--- config.mk ---
export PLATFORM = sky130hd
export DESIGN_NAME = combo_lock_ctrl
export DESIGN_NICKNAME = d
export VERILOG_FILES = /design/src/rtl/combo_lock_ctrl.sv
export SDC_FILE = /design/constraint.sdc
export NUM_CORES = 1
export LEC_CHECK = 0
export CORE_ASPECT_RATIO = 0.6
export CORE_MARGIN = 5
export CORE_UTILIZATION = 30
export CTS_CLUSTER_SIZE = 14
export DETAILED_ROUTE_END_ITERATION = 7
export PLACE_DENSITY = 0.51
export SYNTH_ARGS = -nofsm -noshare
export SYNTH_HDL_FRONTEND = slang
export SYNTH_SLANG_ARGS = --single-unit
--- constraint.sdc ---
create_clock -name clock -period 1.9 [get_ports clock]
set_input_delay 0.38 -clock clock [delete_from_list [all_inputs] [get_ports clock]]
set_output_delay 0.38 -clock clock [all_outputs]
set_load 0.02 [all_outputs]
--- src/rtl/combo_lock_ctrl.sv ---
// rtl/combo_lock_ctrl.sv - parametrised combination lock with lockout, open window and code change
// Optional COMBO_LOCK_MASTER_OVERRIDE_EN: a MASTER_CODE entered during ALARM ends the lockout early.
module combo_lock_ctrl #(
  parameter int DIGIT_W        = 4,
  parameter int CODE_LEN       = 4,
  parameter logic [DIGIT_W*CODE_LEN-1:0] RESET_CODE = '0,
  parameter int MAX_FAILS      = 3,
  parameter int LOCKOUT_CYCLES = 1000,
  parameter int OPEN_CYCLES    = 50
`ifdef COMBO_LOCK_MASTER_OVERRIDE_EN
  , parameter logic [DIGIT_W*CODE_LEN-1:0] MASTER_CODE = '1
`endif
) (
  input  logic                               clock,
  input  logic                               reset,
  input  logic                               digit_valid,
  input  logic [DIGIT_W-1:0]                 digit,
  input  logic                               enter,
  input  logic                               change,
  output logic                               open,
  output logic                               alarm,
  output logic                               prog,
  output logic                               code_updated,
  output logic [$clog2(MAX_FAILS+1)-1:0]     fail_count
);

  localparam int CODE_W  = DIGIT_W * CODE_LEN;
  localparam int CNT_W   = $clog2(CODE_LEN + 1);
  localparam int FAIL_W  = $clog2(MAX_FAILS + 1);
  localparam int TMR_MAX = (LOCKOUT_CYCLES > OPEN_CYCLES) ? LOCKOUT_CYCLES : OPEN_CYCLES;
  localparam int TMR_W   = $clog2(TMR_MAX + 1);

  typedef enum logic [1:0] {S_IDLE, S_OPEN, S_PROG, S_ALARM} state_t;

  state_t              state_q, state_d;
  logic [CODE_W-1:0]   code_q, code_d;
  logic [CODE_W-1:0]   buf_q, buf_d;
  logic [CNT_W-1:0]    cnt_q, cnt_d;
  logic                ovf_q, ovf_d;
  logic [FAIL_W-1:0]   fail_q, fail_d, fail_inc;
  logic [TMR_W-1:0]    tmr_q, tmr_d;
  logic                open_q, alarm_q, prog_q, upd_q, upd_d;
  logic                len_ok, match, take_digit, clr;

  assign len_ok   = (cnt_q == CNT_W'(CODE_LEN)) && !ovf_q;
  assign match    = len_ok && (buf_q == code_q);
  assign fail_inc = (fail_q == FAIL_W'(MAX_FAILS)) ? fail_q : fail_q + 1'b1;

  always_comb begin
    state_d    = state_q;
    code_d     = code_q;
    buf_d      = buf_q;
    cnt_d      = cnt_q;
    ovf_d      = ovf_q;
    fail_d     = fail_q;
    tmr_d      = '0;
    upd_d      = 1'b0;
    take_digit = 1'b0;
    clr        = 1'b0;

    case (state_q)
      S_IDLE: begin
        if (enter || change) begin
          clr = 1'b1;
          if (match) begin
            fail_d  = '0;
            state_d = enter ? S_OPEN : S_PROG;
          end else begin
            fail_d = fail_inc;
            if (fail_inc == FAIL_W'(MAX_FAILS)) state_d = S_ALARM;
          end
        end else if (digit_valid) begin
          take_digit = 1'b1;
        end
      end
      S_OPEN: begin
        if (tmr_q == TMR_W'(OPEN_CYCLES - 1)) state_d = S_IDLE;
        else                                   tmr_d   = tmr_q + 1'b1;
      end
      S_PROG: begin
        if (enter) begin
          clr     = 1'b1;
          state_d = S_IDLE;
          if (len_ok) begin
            code_d = buf_q;
            upd_d  = 1'b1;
          end
        end else if (change) begin
          clr     = 1'b1;
          state_d = S_IDLE;
        end else if (digit_valid) begin
          take_digit = 1'b1;
        end
      end
      default: begin
        if (tmr_q == TMR_W'(LOCKOUT_CYCLES - 1)) begin
          state_d = S_IDLE;
          fail_d  = '0;
          clr     = 1'b1;
        end else begin
          tmr_d = tmr_q + 1'b1;
`ifdef COMBO_LOCK_MASTER_OVERRIDE_EN
          if (enter) begin
            clr = 1'b1;
            if (len_ok && (buf_q == MASTER_CODE)) begin
              state_d = S_IDLE;
              fail_d  = '0;
            end
          end else if (!change && digit_valid) begin
            take_digit = 1'b1;
          end
`endif
        end
      end
    endcase

    // Digit 0 lands in the MSBs; digits past CODE_LEN only mark overflow.
    if (take_digit) begin
      if (cnt_q == CNT_W'(CODE_LEN)) begin
        ovf_d = 1'b1;
      end else begin
        for (int i = 0; i < CODE_LEN; i++) begin
          if (cnt_q == CNT_W'(i)) buf_d[(CODE_LEN-1-i)*DIGIT_W +: DIGIT_W] = digit;
        end
        cnt_d = cnt_q + 1'b1;
      end
    end

    if (clr) begin
      buf_d = '0;
      cnt_d = '0;
      ovf_d = 1'b0;
    end
  end

  always_ff @(posedge clock) begin
    if (reset) begin
      state_q <= S_IDLE;
      code_q  <= RESET_CODE;
      buf_q   <= '0;
      cnt_q   <= '0;
      ovf_q   <= 1'b0;
      fail_q  <= '0;
      tmr_q   <= '0;
      open_q  <= 1'b0;
      alarm_q <= 1'b0;
      prog_q  <= 1'b0;
      upd_q   <= 1'b0;
    end else begin
      state_q <= state_d;
      code_q  <= code_d;
      buf_q   <= buf_d;
      cnt_q   <= cnt_d;
      ovf_q   <= ovf_d;
      fail_q  <= fail_d;
      tmr_q   <= tmr_d;
      open_q  <= (state_d == S_OPEN);
      alarm_q <= (state_d == S_ALARM);
      prog_q  <= (state_d == S_PROG);
      upd_q   <= upd_d;
    end
  end

  assign open         = open_q;
  assign alarm        = alarm_q;
  assign prog         = prog_q;
  assign code_updated = upd_q;
  assign fail_count   = fail_q;

endmodule

Word-level counts from Yosys, hierarchy flattened
Index checks and enable logic that the tools add are counted.
W data, S select, Z words.
{ "word_totals": {"ff_bits": 54, "input_bits": 9, "output_inout_bits": 6, "elab_cells": 83} }
{ "op_classes": {"add_sub_neg": 3, "n_eq_ne": 15, "mux": 28, "bitwise": 4, "reduce_logical": 19} }
{ "ops": {"columns": ["operator", "count"], "rows": [
  ["$mux W2", 12],
  ["$mux W10", 2],
  ["$pmux W10 S2", 1],
  ["$reduce_and A3 Y1", 6],
  ["$eq A16 B16 Y1", 1],
  ["$add A10 B1 Y10 const B", 1],
  ["$eq A10 B10 Y1 const B", 1],
  ["$eq A10 B6 Y1 const B", 1],
  ["$eq A2 B2 Y1 const B", 5],
  ["$mux W1", 9],
  ["$eq A3 B2 Y1 const B", 2],
  ["$pmux W2 S3", 1],
  ["$reduce_or A2 Y1", 3],
  ["$eq A2 B1 Y1 const B", 2],
  ["$not A1 Y1", 4],
  ["$pmux W2 S2", 1],
  ["$reduce_and A2 Y1", 2],
  ["$add A3 B1 Y3 const B", 1],
  ["$eq A3 B1 Y1 const B", 1],
  ["$eq A3 B3 Y1 const B", 1],
  ["$logic_not A3 Y1", 1],
  ["$pmux W1 S3", 1],
  ["$reduce_or A3 Y1", 1],
  ["$add A2 B1 Y2 const B", 1],
  ["other kinds (7)", 8]
]} }

Logic depth before layout (Yosys ltp)
Gate-level depths: netlist of the first run.
{ "depth": {"ltp_word": 8, "depth_mapped": 10} }

Least setup slack after synthesis of the first run
Ideal clock, no wire load.
{ "synth_path": {"path_type": "register -> register", "startpoint": "register cnt_q[0]", "endpoint": "register prog_q (netlist: prog)", "setup_time_ps": 73, "arrival_time_ps": 1782, "required_ps": 1827, "slack_ps": 45, "stages_incl_launch_ff": 11, "period_less_slack_ps": 1855, "cell_sequence": "dfxtp_1 -> inv_1 -> ha_1 -> buf_6 -> and3b_1 -> nand4_1 -> nor3_2 -> a31oi_1 -> a211o_1 -> o21ai_2 -> nor3b_2"} }
{ "synth_between": {"elab_chain_len": 7} }
{ "synth_lines": {"columns": ["item", "line", "text"], "rows": [
  ["start, declared", "38", "logic [CNT_W-1:0] cnt_q, cnt_d;"],
  ["start signal, assigned", "153", "cnt_q <= cnt_d;"],
  ["$eq A3 B3 Y1", "45", "assign len_ok = (cnt_q == CNT_W'(CODE_LEN)) && !ovf_q;"],
  ["$logic_and A1 B1 Y1", "45", null],
  ["$logic_and A1 B1 Y1", "46", "assign match = len_ok && (buf_q == code_q);"],
  ["$mux W2", "65", "if (match) begin"],
  ["$mux W2", "63", "if (enter || change) begin"],
  ["$pmux W2 S3", "61", "case (state_q)"],
  ["$eq A2 B2 Y1", "159", "prog_q <= (state_d == S_PROG);"],
  ["end signal, assigned", "159", null],
  ["end, declared", "42", "logic open_q, alarm_q, prog_q, upd_q, upd_d;"]
]} }
Every way passes these cells.
A chain may end at the register's enable or synchronous reset.

Final worst setup path of the first run
{ "layout_path": {"startpoint": "register tmr_q[1]", "endpoint": "register prog_q (netlist: prog)"} }
{ "layout_between": {"elab_chain_len": 4, "word_cells_on_any_way": 6} }
{ "layout_lines": {"columns": ["item", "line", "text"], "rows": [
  ["start, declared", "41", "logic [TMR_W-1:0] tmr_q, tmr_d;"],
  ["start signal, assigned", "156", "tmr_q <= tmr_d;"],
  ["$eq A10 B10 Y1 or $eq A10 B6 Y1 (tied branches)", "96, 77", null],
  ["$mux W2, on equally long branches", "96, 77", null],
  ["$pmux W2 S3 *", "61", null],
  ["$eq A2 B2 Y1 *", "159", null]
]} }
Mark *: on every way between the ends. The rest lies on a longest branch, timed or not.

==> results of run 1 <==
## cell usage after synthesis, types with 2 or more instances
library cell,number
and3_2,2
buf_4,2
inv_1,9
dfxtp_1,54
nor2b_1,2
a21oi_1,21
nand2_1,29
xnor2_1,19
nand3_1,24
a211o_1,4
or2_2,2
nor2_1,44
nand4_1,3
clkbuf_1,5
nand2b_1,2
xor2_1,6
o21ai_0,4
nor3_1,5
a31oi_1,2
buf_2,3
mux2i_1,17
ha_1,11
## cells by family after synthesis
| kind of cell | Yosys count | synth area share |
|---|---|---|
| DFF | 54 | 0.430 |
| buffers and inverters | 20 | 0.0373 |
| adders and majority gates | 11 | 0.0547 |
| AOI/OAI and AO/OA | 37 | 0.0891 |
| xor gates and xnor gates | 25 | 0.0871 |
| muxes | 17 | 0.0677 |
| and+or+nand+nor | 123 | 0.234 |
## flip-flops by register name, summed over array words and instances, names as in the netlist
signal and cells:
buf_q 16, code_updated 1, cnt_q 3, prog 1, tmr_q 10, code_q 16
fail_count 2, state_q 2, alarm 1, open 1, ovf_q 1
## cells in the final DEF, fill, tap and decap left out, types with 5 or more instances in the layout
master	netlist	layout
nor2_1	44	44
a21oi_1	21	20
clkbuf_16	0	5
nor3_1	5	5
xor2_1	6	6
dfxtp_1	54	49
nand3_1	24	23
nand2_1	29	29
clkdlybuf4s50_1	0	14
xnor2_1	19	19
mux2i_1	17	17
ha_1	11	7
inv_1	9	7
buf_4	2	25
dfxtp_2	0	5
## timing repair
item | 4_1_cts | 5_1_grt
setup endpoints to repair | 4 | 35
resized for setup | 11 | 13
endpoints found under the hold margin | 0 | 0
pin swaps | 8 | 11
setup buffers | 2 | 0
## routing by layer
layer  vias up  global-route usage  routed length (um)
met1       881               0.192                3280
met5         -                   0                   0
met2        36               0.144                1920
li1       1047                   -                   -
met4         0              0.0413                  65
met3         6              0.0375                 306
## per-stage QoR
step / util / cells / cell area (um2) / setup WS, ps / total power, mW
2_1_floorplan: - / 287 / 2510 / 45.4 / 1.82
3_3_place_gp: 0.368 / 424 / 2950 / -126 / 2.12
3_5_place_dp: 0.368 / 424 / 2950 / -130 / 2.13
4_1_cts: 0.393 / 434 / 3150 / 3.38 / 3.09
5_1_grt: 0.399 / 434 / 3200 / -88.1 / 3.35
6_report: 0.399 / 434 / 3200 / 45.4 / 3.14
## power by group
group | internal (mW) | leakage [nW] | total, mW | switching, mW
Clock | 0.489 | 0.0698 | 0.918 | 0.429
Sequential | 1.20 | 0.438 | 1.26 | 0.0606
Combinational | 0.465 | 0.573 | 0.961 | 0.496
Total | 2.15 | 1.08 | 3.14 | 0.986
## worst reg2reg max path, delay by kind of cell, from the launching register on
| family | cells | cell delay, ps |
|---|---|---|
| flops | 1 | 310 |
| compound gates | 4 | 920 |
| simple gates | 2 | 380 |
| buf+inv | 1 | 50 |
| fa+ha+maj | 1 | 140 |
## worst max path at each step
stage / from / end / slack (ps)
detailed placement: change / buf_q[1] / -130
CTS: tmr_q[0] / prog / 3
finish: tmr_q[1] / prog / 50
floorplan: cnt_q[0] / prog / 50
global route: cnt_q[0] / prog / -90
global placement: enter / open / -130
## final cells by class
cell class / instances / area (um2) / area share
repair buffers: 42 / 379 / 0.119
clock inverters: 3 / 21.3 / 0.00665
clock buffers: 5 / 125 / 0.0391
flip-flops and latches: 54 / 1090 / 0.340
well taps: 108 / 135 / 0.0423
multi-input cells: 213 / 1420 / 0.443
inverters: 9 / 33.8 / 0.0106
==> results.json, run 1 <==
{
  "run_status": "completed",
  "cp-end-kind": "flop",
  "cts_tree": "done",
  "numClockSinks": 54,
  "place_congestion": 0.836,
  "wl_mm": 5.58,
  "diodes": 0,
  "holdPathStages": 2,
  "max_freq_mhz": 539,
  "setup_viol": 0,
  "fin_crit_sh": 0.976,
  "worst-path-buf-inv": 1,
  "hold_slack_ps": 479,
  "first_iter_violations": 171,
  "clockBufferDepth": 2,
  "syn_avg_cell_area_um2": 8.76,
  "ys_async_sr_fraction": 0,
  "areaGrowthSynthToFinish_pct": 27.2,
  "synthDominantCellAreaShare": 0.430,
  "syn_inst": 287,
  "grt_pass1_vias": 1887,
  "clock_latency_ps": 300,
  "crit_top_cell": "a211o_1",
  "cts_buffers": 5,
  "dieArea_um2": 10400,
  "wire_per_inst_um": 12.9,
  "hold_violations": 0,
  "antenna_found_initial": 0,
  "grtUsageTotal": 0.120,
  "drive_gt1_frac": 0.193,
  "cp_top_family": "compound AO/OA/AOI/OAI gates",
  "start_util": 0.314,
  "hold_end": "ovf_q",
  "synth_top_flop_cell": "dfxtp_1",
  "min_from": "ovf_q",
  "ys_seq_elements": 54,
  "ys_top_cells_by_area": "dfxtp_1 43%, mux2i_1 6.8%, xnor2_1 6.6%",
  "gr-total-overflow": 0,
  "start_kind": "flop",
  "slew_violations": 0,
  "setup_tns_ps": 0,
  "nFillCells": 836,
  "regToRegStartpoint": "tmr_q[1]",
  "coreArea_um2": 8010,
  "synth_edf_count": 0,
  "path_cells": "inv_1 > ha_1 > nor4bb_4 > a41oi_2 > a211o_1 > a211o_1 > o21ai_4 > nor3b_2",
  "clk_pin_slew_ps": 70,
  "synth_cell_types": 39,
  "rows": 25,
  "ff2ff_setup_slack_ps": 50,
  "postCtsHoldBufs": 0,
  "grt_pass1_wl_mm": 9.58,
  "crit_slowest_cell": "a211o_1",
  "r2r-end": "prog",
  "die_w_um": 128,
  "cpPeakStageDelay_ps": 350,
  "finalClockSkew_ps": 7.45,
  "cp.required_ps": 2130,
  "drc": 0,
  "hp-class": "flop to flop",
  "crit_path_max_fanout": 4,
  "cts-root-buf": "clkbuf_16",
  "r2r_cells": 8,
  "drv_cap": 0,
  "vias": 1970,
  "ir_drop_uv": 391,
  "leakagePower_nw": 1.08,
  "drt.antenna.violating_nets": 0,
  "slew_headroom": 0.812,
  "netlist_area_um2": 2510,
  "arrival_ps": 2080,
  "ctsHtreeMaxLevel": 2,
  "nets": 345,
  "synth-seq-area-share": 0.430,
  "p_per_area_nw_per_um2": 981,
  "worst_pin_slew_ps": 279,
  "vias_per_cell": 4.54,
  "critical_path_class": "flop to flop",
  "synth_fp_nets": 307,
  "io_pins": 15,
  "rsz0062_at_grt": "yes",
  "yosysTopAreaCell": "dfxtp_1",
  "detail_route.first_pass.iterations": 4,
  "period_needed_ps": 1850,
  "crit_cells": 8,
  "port_buffers": 14,
  "die_h_um": 80.9,
  "synth_warnings": 0,
  "grt_max_degree": 20,
  "hpwl_mm": 4.14
}
No activity file was read; power rests on OpenSTA's default activity.
==> run 2: changes to the inputs <==
--- a/config.mk
+++ b/config.mk
@@ -5,8 +5,7 @@
 export SDC_FILE = /design/constraint.sdc
 export NUM_CORES = 1
 export LEC_CHECK = 0
-export CORE_ASPECT_RATIO = 0.6
-export CORE_MARGIN = 5
+export CORE_ASPECT_RATIO = 0.8
 export CORE_UTILIZATION = 30
 export CTS_CLUSTER_SIZE = 14
 export DETAILED_ROUTE_END_ITERATION = 7
==> run 2 against run 1 <==
  * The run now ends with setup timing left
  * Fmax shrank 3.8%
  * Sequential share of layout area shrank 0.82 points
  * Critical path depth grew 1
  * Cell count grew 2.1%
  * Clock-buffer cell count is the same
  * First-iteration DRC count shrank 57%
  * Core utilization grew 0.88 points
  * Wire length shrank 0.59%
  * Power shrank 5.5%
  * Largest cell class unchanged
==> results.json, run 2 (synthesized netlist as in run 1, its figures left out) <==
{
  "grtUsageTotal": 0.130,
  "endpoint": "prog",
  "pwr-share-comb": 0.369,
  "coreArea_um2": 8020,
  "finalClockSkew_ps": 8.19,
  "io_pins": 15,
  "path_cells": "inv_2 > ha_4 > and3b_2 > nand4_1 > nor3_4 > a31oi_1 > a211o_1 > o21ai_4 > nor3b_4",
  "detail_route.first_pass.iterations": 4,
  "start_kind": "flop",
  "rsz0062_at_grt": "yes",
  "fin_ws_ps": -27.3,
  "slew_violations": 0,
  "power.total_mw": 2.96,
  "first_iter_violations": 73,
  "ff2ff_setup_slack_ps": -30,
  "place_ws_ps": -113,
  "cp-end-kind": "flop",
  "rows": 29,
  "nFillCells": 804,
  "drt.antenna.violating_nets": 0,
  "wl_mm": 5.55,
  "setup_viol": 1,
  "place_congestion": 0.860,
  "regToRegStartpoint": "cnt_q[1]",
  "pwr-share-clk": 0.212,
  "drc": 0,
  "cp_top_family": "simple AND/OR/NAND/NOR gates",
  "cpPeakStageDelay_ps": 330,
  "gr-total-overflow": 0,
  "areaGrowthSynthToFinish_pct": 30.1,
  "critical_path_class": "flop to flop",
  "seq_power_share": 0.419,
  "wl_met2_mm": 2.41,
  "grt_pass1_wl_mm": 9.20,
  "run_status": "complete, but fails checks",
  "vias_per_cell": 4.72,
  "cp.required_ps": 2140,
  "period_needed_ps": 1930,
  "hpwl_mm": 3.90,
  "r2r-end": "prog",
  "drive_gt1_frac": 0.236,
  "crit_slowest_cell": "dfxtp_2",
  "wire_per_inst_um": 12.5,
  "clk_pin_slew_ps": 100,
  "crit_cells": 9,
  "worst-path-buf-inv": 1,
  "worst_pin_slew_ps": 318,
  "clock_latency_ps": 310,
  "r2r_cells": 9,
  "start_util": 0.314,
  "die_h_um": 83.9,
  "final_cell_mix": "50 x dfxtp_1, 44 x nor2_1, 33 x buf_4, 27 x nand2_1, 23 x nand3_1",
  "dpl-instance-area_um2": 3000,
  "diodes": 0,
  "p_sw_mw": 0.985,
  "slew_headroom": 0.788,
  "met1_length_mm": 2.84,
  "die_w_um": 104,
  "met3_length_um": 207,
  "antenna_found_initial": 0,
  "grt_pass1_vias": 1984,
  "crit_path_max_fanout": 4,
  "hold_violations": 0,
  "leakagePower_nw": 1.12,
  "layout_commonest_cell": "dfxtp_1",
  "vias": 2090,
  "ctsHtreeMaxLevel": 2,
  "switching_share": 0.332,
  "top_regs": "buf_q (16), code_q (16), tmr_q (10)",
  "ir_drop_uv": 325,
  "fin_crit_sh": 1.01,
  "port_buffers": 14,
  "drv_cap": 0,
  "fin_cells": 443,
  "final_area_um2": 3270,
  "nets": 355,
  "clockBufferDepth": 2,
  "cts_tree": "done",
  "p_per_area_nw_per_um2": 906,
  "grt_max_degree": 19,
  "dieArea_um2": 8760,
  "hp-class": "flop to flop",
  "placed_cells": 430,
  "numClockSinks": 54,
  "startpoint": "cnt_q[1]",
  "top_layer_used": "met4",
  "p_int_mw": 1.98,
  "cts-root-buf": "clkbuf_8",
  "arrival_ps": 2170,
  "max_freq_mhz": 519,
  "violations": "setup timing",
  "cts_buffers": 5
}
## run 2: final cells by class
| type | count | area, um2 | area share |
|---|---|---|---|
| multi-input combinational | 214 | 1490 | 0.455 |
| sequential | 54 | 1090 | 0.332 |
| timing repair buffer | 51 | 450 | 0.138 |
| tap | 108 | 135 | 0.0413 |
| clock buffer | 5 | 68.8 | 0.0210 |
| inverter | 9 | 33.8 | 0.0103 |
| clock inverter | 2 | 10.0 | 0.00306 |
## run 2: what timing repair did
| item | in CTS | in global routing |
|---|---|---|
| hold buffers | 0 | 0 |
| pin swaps | 12 | 12 |
| resized for setup | 21 | 17 |
| buffers inserted | 3 | 2 |
| endpoints found under the setup margin | 3 | 31 |
| cloned | 0 | 1 |
## run 2: per-stage QoR
step | hold slack (ps) | utilization | setup TNS [ps]
finish | 471 | 0.408 | -27.3
global route | 515 | 0.408 | -227
CTS | 481 | 0.396 | -137
detailed placement | 457 | 0.374 | -695
global placement | 459 | 0.374 | -630
floorplan | 433 | - | 0
## run 2: worst min-delay path by stage
stage | startpoint | cells past startpoint | end
floorplan | ovf_q | 2 | ovf_q
global placement | ovf_q | 2 | ovf_q
detailed placement | ovf_q | 2 | ovf_q
CTS | ovf_q | 2 | ovf_q
global route | buf_q[4] | 2 | buf_q[4]
finish | ovf_q | 2 | ovf_q
## run 2: worst register-to-register path: cells and delay by family, from the launching register on
kind                     cells  cell delay [ps]
adder cells (fa/ha/maj)      1              130
AND/OR/NAND/NOR              4              850
AO/OA/AOI/OAI                3              480
buffers and inverters        1               70
flip-flops                   1              330
## run 2: power groups by stage
stage / Combinational (mW) / Clock [mW] / Sequential, mW
global route: 1.19 / 0.695 / 1.25
CTS: 0.939 / 0.651 / 1.24
floorplan: 0.513 / 0 / 1.31
global placement: 0.891 / 0 / 1.26
detailed placement: 0.890 / 0 / 1.26
finish: 1.10 / 0.627 / 1.24
## run 2: metal layers
layer	vias to the layer above	global-route usage
met2	39	0.199
met5	-	0
met1	969	0.179
li1	1071	-
met4	0	0.0416
met3	11	0.0320
==> run 3: changes to the inputs <==
--- a/config.mk
+++ b/config.mk
@@ -10,6 +10,7 @@
 export CTS_CLUSTER_SIZE = 14
 export DETAILED_ROUTE_END_ITERATION = 7
 export PLACE_DENSITY = 0.51
+export SLEW_MARGIN = 15
 export SYNTH_ARGS = -nofsm -noshare
 export SYNTH_HDL_FRONTEND = slang
 export SYNTH_SLANG_ARGS = --single-unit
==> results of run 3 <==
No change in the layout: final DEF, timing and power equal those of run 2.
==> variant 1: new RTL, config.mk and constraints of run 2 <==
The 4 states of `state_t` get a Gray code encoding in 2 bits.
--- a/src/rtl/combo_lock_ctrl.sv
+++ b/src/rtl/combo_lock_ctrl.sv
@@ -30,7 +30,7 @@
   localparam int TMR_MAX = (LOCKOUT_CYCLES > OPEN_CYCLES) ? LOCKOUT_CYCLES : OPEN_CYCLES;
   localparam int TMR_W   = $clog2(TMR_MAX + 1);
 
-  typedef enum logic [1:0] {S_IDLE, S_OPEN, S_PROG, S_ALARM} state_t;
+  typedef enum logic [1:0] {S_IDLE = 2'b00, S_OPEN = 2'b01, S_PROG = 2'b11, S_ALARM = 2'b10} state_t;
 
   state_t              state_q, state_d;
   logic [CODE_W-1:0]   code_q, code_d;
Formal check against the unedited RTL: same outputs for any inputs over 10 cycles, from zero or initial values and one cycle with reset high; not proved beyond that.
==> variant 1 against run 2 <==
  * Worst setup slack got worse by 130 ps
  * Area after synthesis down 0.35%
  * Maximum frequency fell by 6.4%
  * Routed wire length up 17%
  * The flow still finishes with violations (negative setup slack)
  * First-iteration DRC count rose by 37%
  * Highest routed layer unchanged
  * Critical path depth grew 1
  * Final area up 5.8%
  * Sequential cell count did not move
  * Total power is 11% higher
==> variant 1: results (changes against run 2) <==
- Outcome: finished, violations left
- Failing checks: negative setup slack
- Reg2reg path depth: 10 (+1)
- FF-to-FF Start: cnt_q[0]$_SDFFE_PP0P_
- Nets@finish: 394 (+11%)
- Register area share after synthesis: 43.14% (+0.15 points)
- Slowest-stage cell, CP: or4_4
- Cells after Synth: 305 (+6.3%)
- Most frequent cells after synthesis: dfxtp_1 (54), nand2_1 (46), a21oi_1 (38)
- Least-Margin Pin Slew: 389.3 ps (+71.24 ps)
- Reg2Reg Capture Point: state_q[1]$_SDFF_PP0_
- Crit path DAT: 2260 ps (+90 ps)
- Worst Slack Setup Final: -158.2 ps (-130.9 ps)
- Largest net degree at the start of global routing: 23 (+4)
- First-pass GRT wire length: 10.97 mm (+19%)
- Crit-path max FO: 3 (-1)
- Finished Layout Cells: 483 (+9.0%)
- Final WL: 6.508 mm (+17%)
- Dpl cells: 471 (+9.5%)
- Delay of the slowest cell on the worst path: 480 ps (+150 ps)
- GP Congestion: 0.8634 (+0.44%)
- Final setup fails: 6 (+5)
- Ranking of synthesized cells by area: dfxtp_1 (43%), a21oi_1 (7.6%), nand2_1 (6.9%)
- Vias in the first global route: 2216 (+12%)
- All-layer global routing usage: 15.76% (+2.7 points)
- WHS: 479.0 ps (+7.588 ps)
- Syn_nets: 325 (+5.9%)
- Net Sw Power: 0.001105 W (+12%)
- Lkg Pwr: 1.346 nW (+21%)
- Maximum vdd drop: 0.3392 mV (+4.3%)
- Initial DRC Count: 100 (+37%)
- Layout cells sized above 1: 26.93% (+3.4 points)
- DP Wirelength: 4.669 mm (+20%)
-- variant 1: how the worst max path moves through the flow --
stage	end	slack [ps]	cells after the start
6_report	state_q[1]$_SDFF_PP0_	-160	10
5_1_grt	state_q[1]$_SDFF_PP0_	-240	10
4_1_cts	alarm$_SDFF_PP0_	-100	8
3_5_place_dp	open$_SDFF_PP0_	-160	7
3_3_place_gp	cnt_q[1]$_SDFFE_PP0P_	-130	7
2_1_floorplan	open$_SDFF_PP0_	0.5	7
-- variant 1: timing repair --
action                                  4_1_cts  5_1_grt
buffers inserted                              1        3
pin swaps                                     9        5
resized for setup                            19       17
gates cloned                                  0        0
endpoints found under the setup margin       25       38
-- variant 1: critical path: cells and delay by family, from the launching register on --
kind | cells | cell delay (ps)
adder cells (fa/ha/maj) | 1 | 130
AND/OR/NAND/NOR | 5 | 1080
flip-flops | 1 | 330
buffers and inverters | 3 | 370
AO/OA/AOI/OAI | 1 | 60
-- variant 1: cell families (layout without fill, tap and decap cells) --
kind of cell	Yosys count	after routing	share of synthesized area (%)
and+or+nand+nor	121	121	23.62
AOI/OAI and AO/OA	71	71	15.13
DFF	54	54	43.14
xor gates and xnor gates	24	24	8.387
buffers and inverters	22	92	3.445
adders and majority gates	11	11	5.492
muxes	2	2	0.7988
-- variant 1: cell type report --
cell class,count,area (um2)
Timing Repair Buffer,75,621.8
Clock inverter,1,8.758
Clock buffer,7,96.34
Fill cell,817,4557
Multi-Input combinational cell,229,1481
Inverter,9,33.78
Sequential cell,54,1085
Tap cell,108,135.1
-- variant 1: routing by layer --
| layer | track usage [%] | share of wire [%] | vias to the layer above |
|---|---|---|---|
| met2 | 23.45 | 44 | 23 |
| met3 | 2.810 | 2.3 | 5 |
| met5 | 0 | 0 | - |
| met1 | 23.21 | 53 | 1051 |
| met4 | 4.156 | 0.71 | 0 |
| li1 | - | - | 1192 |
-- variant 1: power by group through the flow --
stage               clock [W]  sequential, W  combinational [W]
global route         0.000794        0.00128            0.00142
detailed placement          0        0.00128            0.00110
global placement            0        0.00128            0.00109
finish               0.000715        0.00127            0.00129
floorplan                   0        0.00134           0.000569
CTS                  0.000741        0.00126            0.00122
-- variant 1: per-stage QoR --
stage | setup slack, ps | setup TNS, ps | area [um2]
global route | -235.4 | -2373 | 3462
detailed placement | -163.3 | -2341 | 3181
floorplan | 0.5341 | 0 | 2517
finish | -158.2 | -629.5 | 3462
global placement | -125.7 | -1998 | 3181
CTS | -98.06 | -288.6 | 3361
==> variant 2: new RTL, flow settings as in run 2 <==
Without the edit above. The option `COMBO_LOCK_MASTER_OVERRIDE_EN` is turned on by a define.
--- a/src/rtl/combo_lock_ctrl.sv
+++ b/src/rtl/combo_lock_ctrl.sv
@@ -1,5 +1,7 @@
 // rtl/combo_lock_ctrl.sv - parametrised combination lock with lockout, open window and code change
 // Optional COMBO_LOCK_MASTER_OVERRIDE_EN: a MASTER_CODE entered during ALARM ends the lockout early.
+`define COMBO_LOCK_MASTER_OVERRIDE_EN
+
 module combo_lock_ctrl #(
   parameter int DIGIT_W        = 4,
   parameter int CODE_LEN       = 4,
Behaviour: not the same (Yosys sat finds a counterexample within 10 cycles, from zero or initial values and one cycle with reset high).
==> variant 2 against run 2 <==
  * The run still ends with negative setup slack left
  * Sequential cell count is the same
  * Maximum frequency fell by 0.68%
  * Final area grew 5.7%
  * Combinational power decreased by 17%
  * Routed wire length increased by 6.2%
  * Critical path depth unchanged
  * Worst setup slack lost 13 ps
  * Total power decreased by 0.40%
  * Worst hold slack got worse by 28 ps
  * Area after synthesis rose by 3.5%
  * Critical endpoint unchanged
  * Largest cell class unchanged
  * Largest power group unchanged
==> variant 2: results (changes against run 2) <==
- DP Wirelength: 4.363 mm (+12%)
- Syn_nets: 301 (-2.0%)
- Vias in the first global route: 2006 (+1.1%)
- Hold WC Path Type: reg2reg
- # fillers: 850 (+5.7%)
- Clock latency on the worst-skew pair: 310 ps (about the same)
- Wl on met1: 2.924 mm (+3.0%)
- Post-DP Area: 3172 um2 (+5.9%)
- Final WL: 5.891 mm (+6.2%)
- IO Port Bufs: 14 (unchanged)
- Routed wl met2: 2.720 mm (+13%)
- Layout clock area frac: 3.362% (+0.95 points)
- TNS Setup: -64.86 ps (-37.54 ps)
- Maximum vdd drop: 0.4056 mV (+25%)
- Multi-input gate area: 1605 um2 (+7.8%)
- Vias per cell: 4.676 (-0.88%)
- Nets@finish: 352 (-0.85%)
- Layout cells sized above 1: 26.43% (+2.8 points)
- Slowest-stage cell, CP: or4_4
- Crit path DAT: 2140 ps (-30 ps)
- Dpl cells: 435 (+1.2%)
- GP Congestion: 0.8382 (-2.5%)
- Met3 Wirelength: 192 um (-7.2%)
- Largest net degree at the start of global routing: 23 (+4)
- Delay of the slowest cell on the worst path: 430 ps (+100 ps)
- GRT met2 Usage: 22.61% (+2.7 points)
- All-layer global routing usage: 13.82% (+0.81 points)
- Register area share after synthesis: 41.52% (-1.5 points)
- Initial DRC Count: 68 (-6.8%)
- First-pass GRT wire length: 9.777 mm (+6.2%)
- Nonclk buf count: 55 (+7.8%)
- Die area: 9058 um2 (+3.5%)
- Multi-input gate count: 207 (-3.3%)
- Worst Slack Setup Final: -40.43 ps (-13.11 ps)
- Failing checks: negative setup slack
- Layout Skew: 13.24 ps (+5.057 ps)
- Final setup fails: 2 (+1)
- Most frequent cells after synthesis: nor2_1 (55), dfxtp_1 (54), mux2i_1 (34)
- Outcome: finished, violations left
- Count of cell types in the netlist: 44 (+13%)
- Buffering overhead: 13.77% (about the same)
- Slew margin rel.: 70.14% (-8.7 points)
- Initial DRT Pass Iterations: 5 (+1)
- Lkg Pwr: 1.547 nW (+39%)
- Seq/total area: 31.45% (-1.7 points)
- Ranking of synthesized cells by area: dfxtp_1 (42%), mux2i_1 (13%), nor2_1 (7.9%)
- Wirelength per Cell: 13.24 um (+5.7%)
- Clock slew at reported path FFs: 100 ps (about the same)
- Mean Syn Cell Area: 9.266 um2 (+5.7%)
-- variant 2: report_power, final --
part / switching, W / leakage [nW] / internal (W)
clock: 0.000394 / 0.0587 / 0.000400
sequential: 0.0000511 / 0.439 / 0.00119
combinational: 0.000485 / 1.05 / 0.000432
-- variant 2: cell families (layout without fill, tap and decap cells) --
family / Yosys count / after routing / share of synthesized area [%]
AO/OA/AOI/OAI: 29 / 29 / 7.977
XOR/XNOR: 25 / 25 / 8.409
adder cells (fa/ha/maj): 11 / 11 / 5.286
buffers and inverters: 20 / 72 / 2.931
flip-flops: 54 / 54 / 41.52
multiplexers: 34 / 34 / 13.07
AND/OR/NAND/NOR: 108 / 108 / 20.81
-- variant 2: final timing paths --
path / endpoint / slack [ps] / from / cells past startpoint
worst max-delay path: prog$_SDFF_PP0_ / -40 / cnt_q[0]$_SDFFE_PP0P_ / 9
worst min-delay path: tmr_q[0]$_SDFF_PP0_ / 440 / tmr_q[0]$_SDFF_PP0_ / 1
worst max register to register: prog$_SDFF_PP0_ / -40 / cnt_q[0]$_SDFFE_PP0P_ / 9
worst min register to register: tmr_q[0]$_SDFF_PP0_ / 440 / tmr_q[0]$_SDFF_PP0_ / 1
-- variant 2: what timing repair did --
item	in CTS	in global routing
resized for setup	9	26
pin swaps	7	11
buffers inserted	2	0
gates cloned	0	0
hold buffers	0	0
setup endpoints to repair	6	36
-- variant 2: metrics by stage --
stage	hold WS, ps	utilization (%)	setup slack (ps)
6_report	443.8	40.98	-40.43
5_1_grt	455.4	40.98	-162.9
4_1_cts	485.4	39.60	-72.71
3_5_place_dp	460.1	37.56	-251.1
3_3_place_gp	446.7	37.56	-194.0
2_1_floorplan	429.5	-	15.83
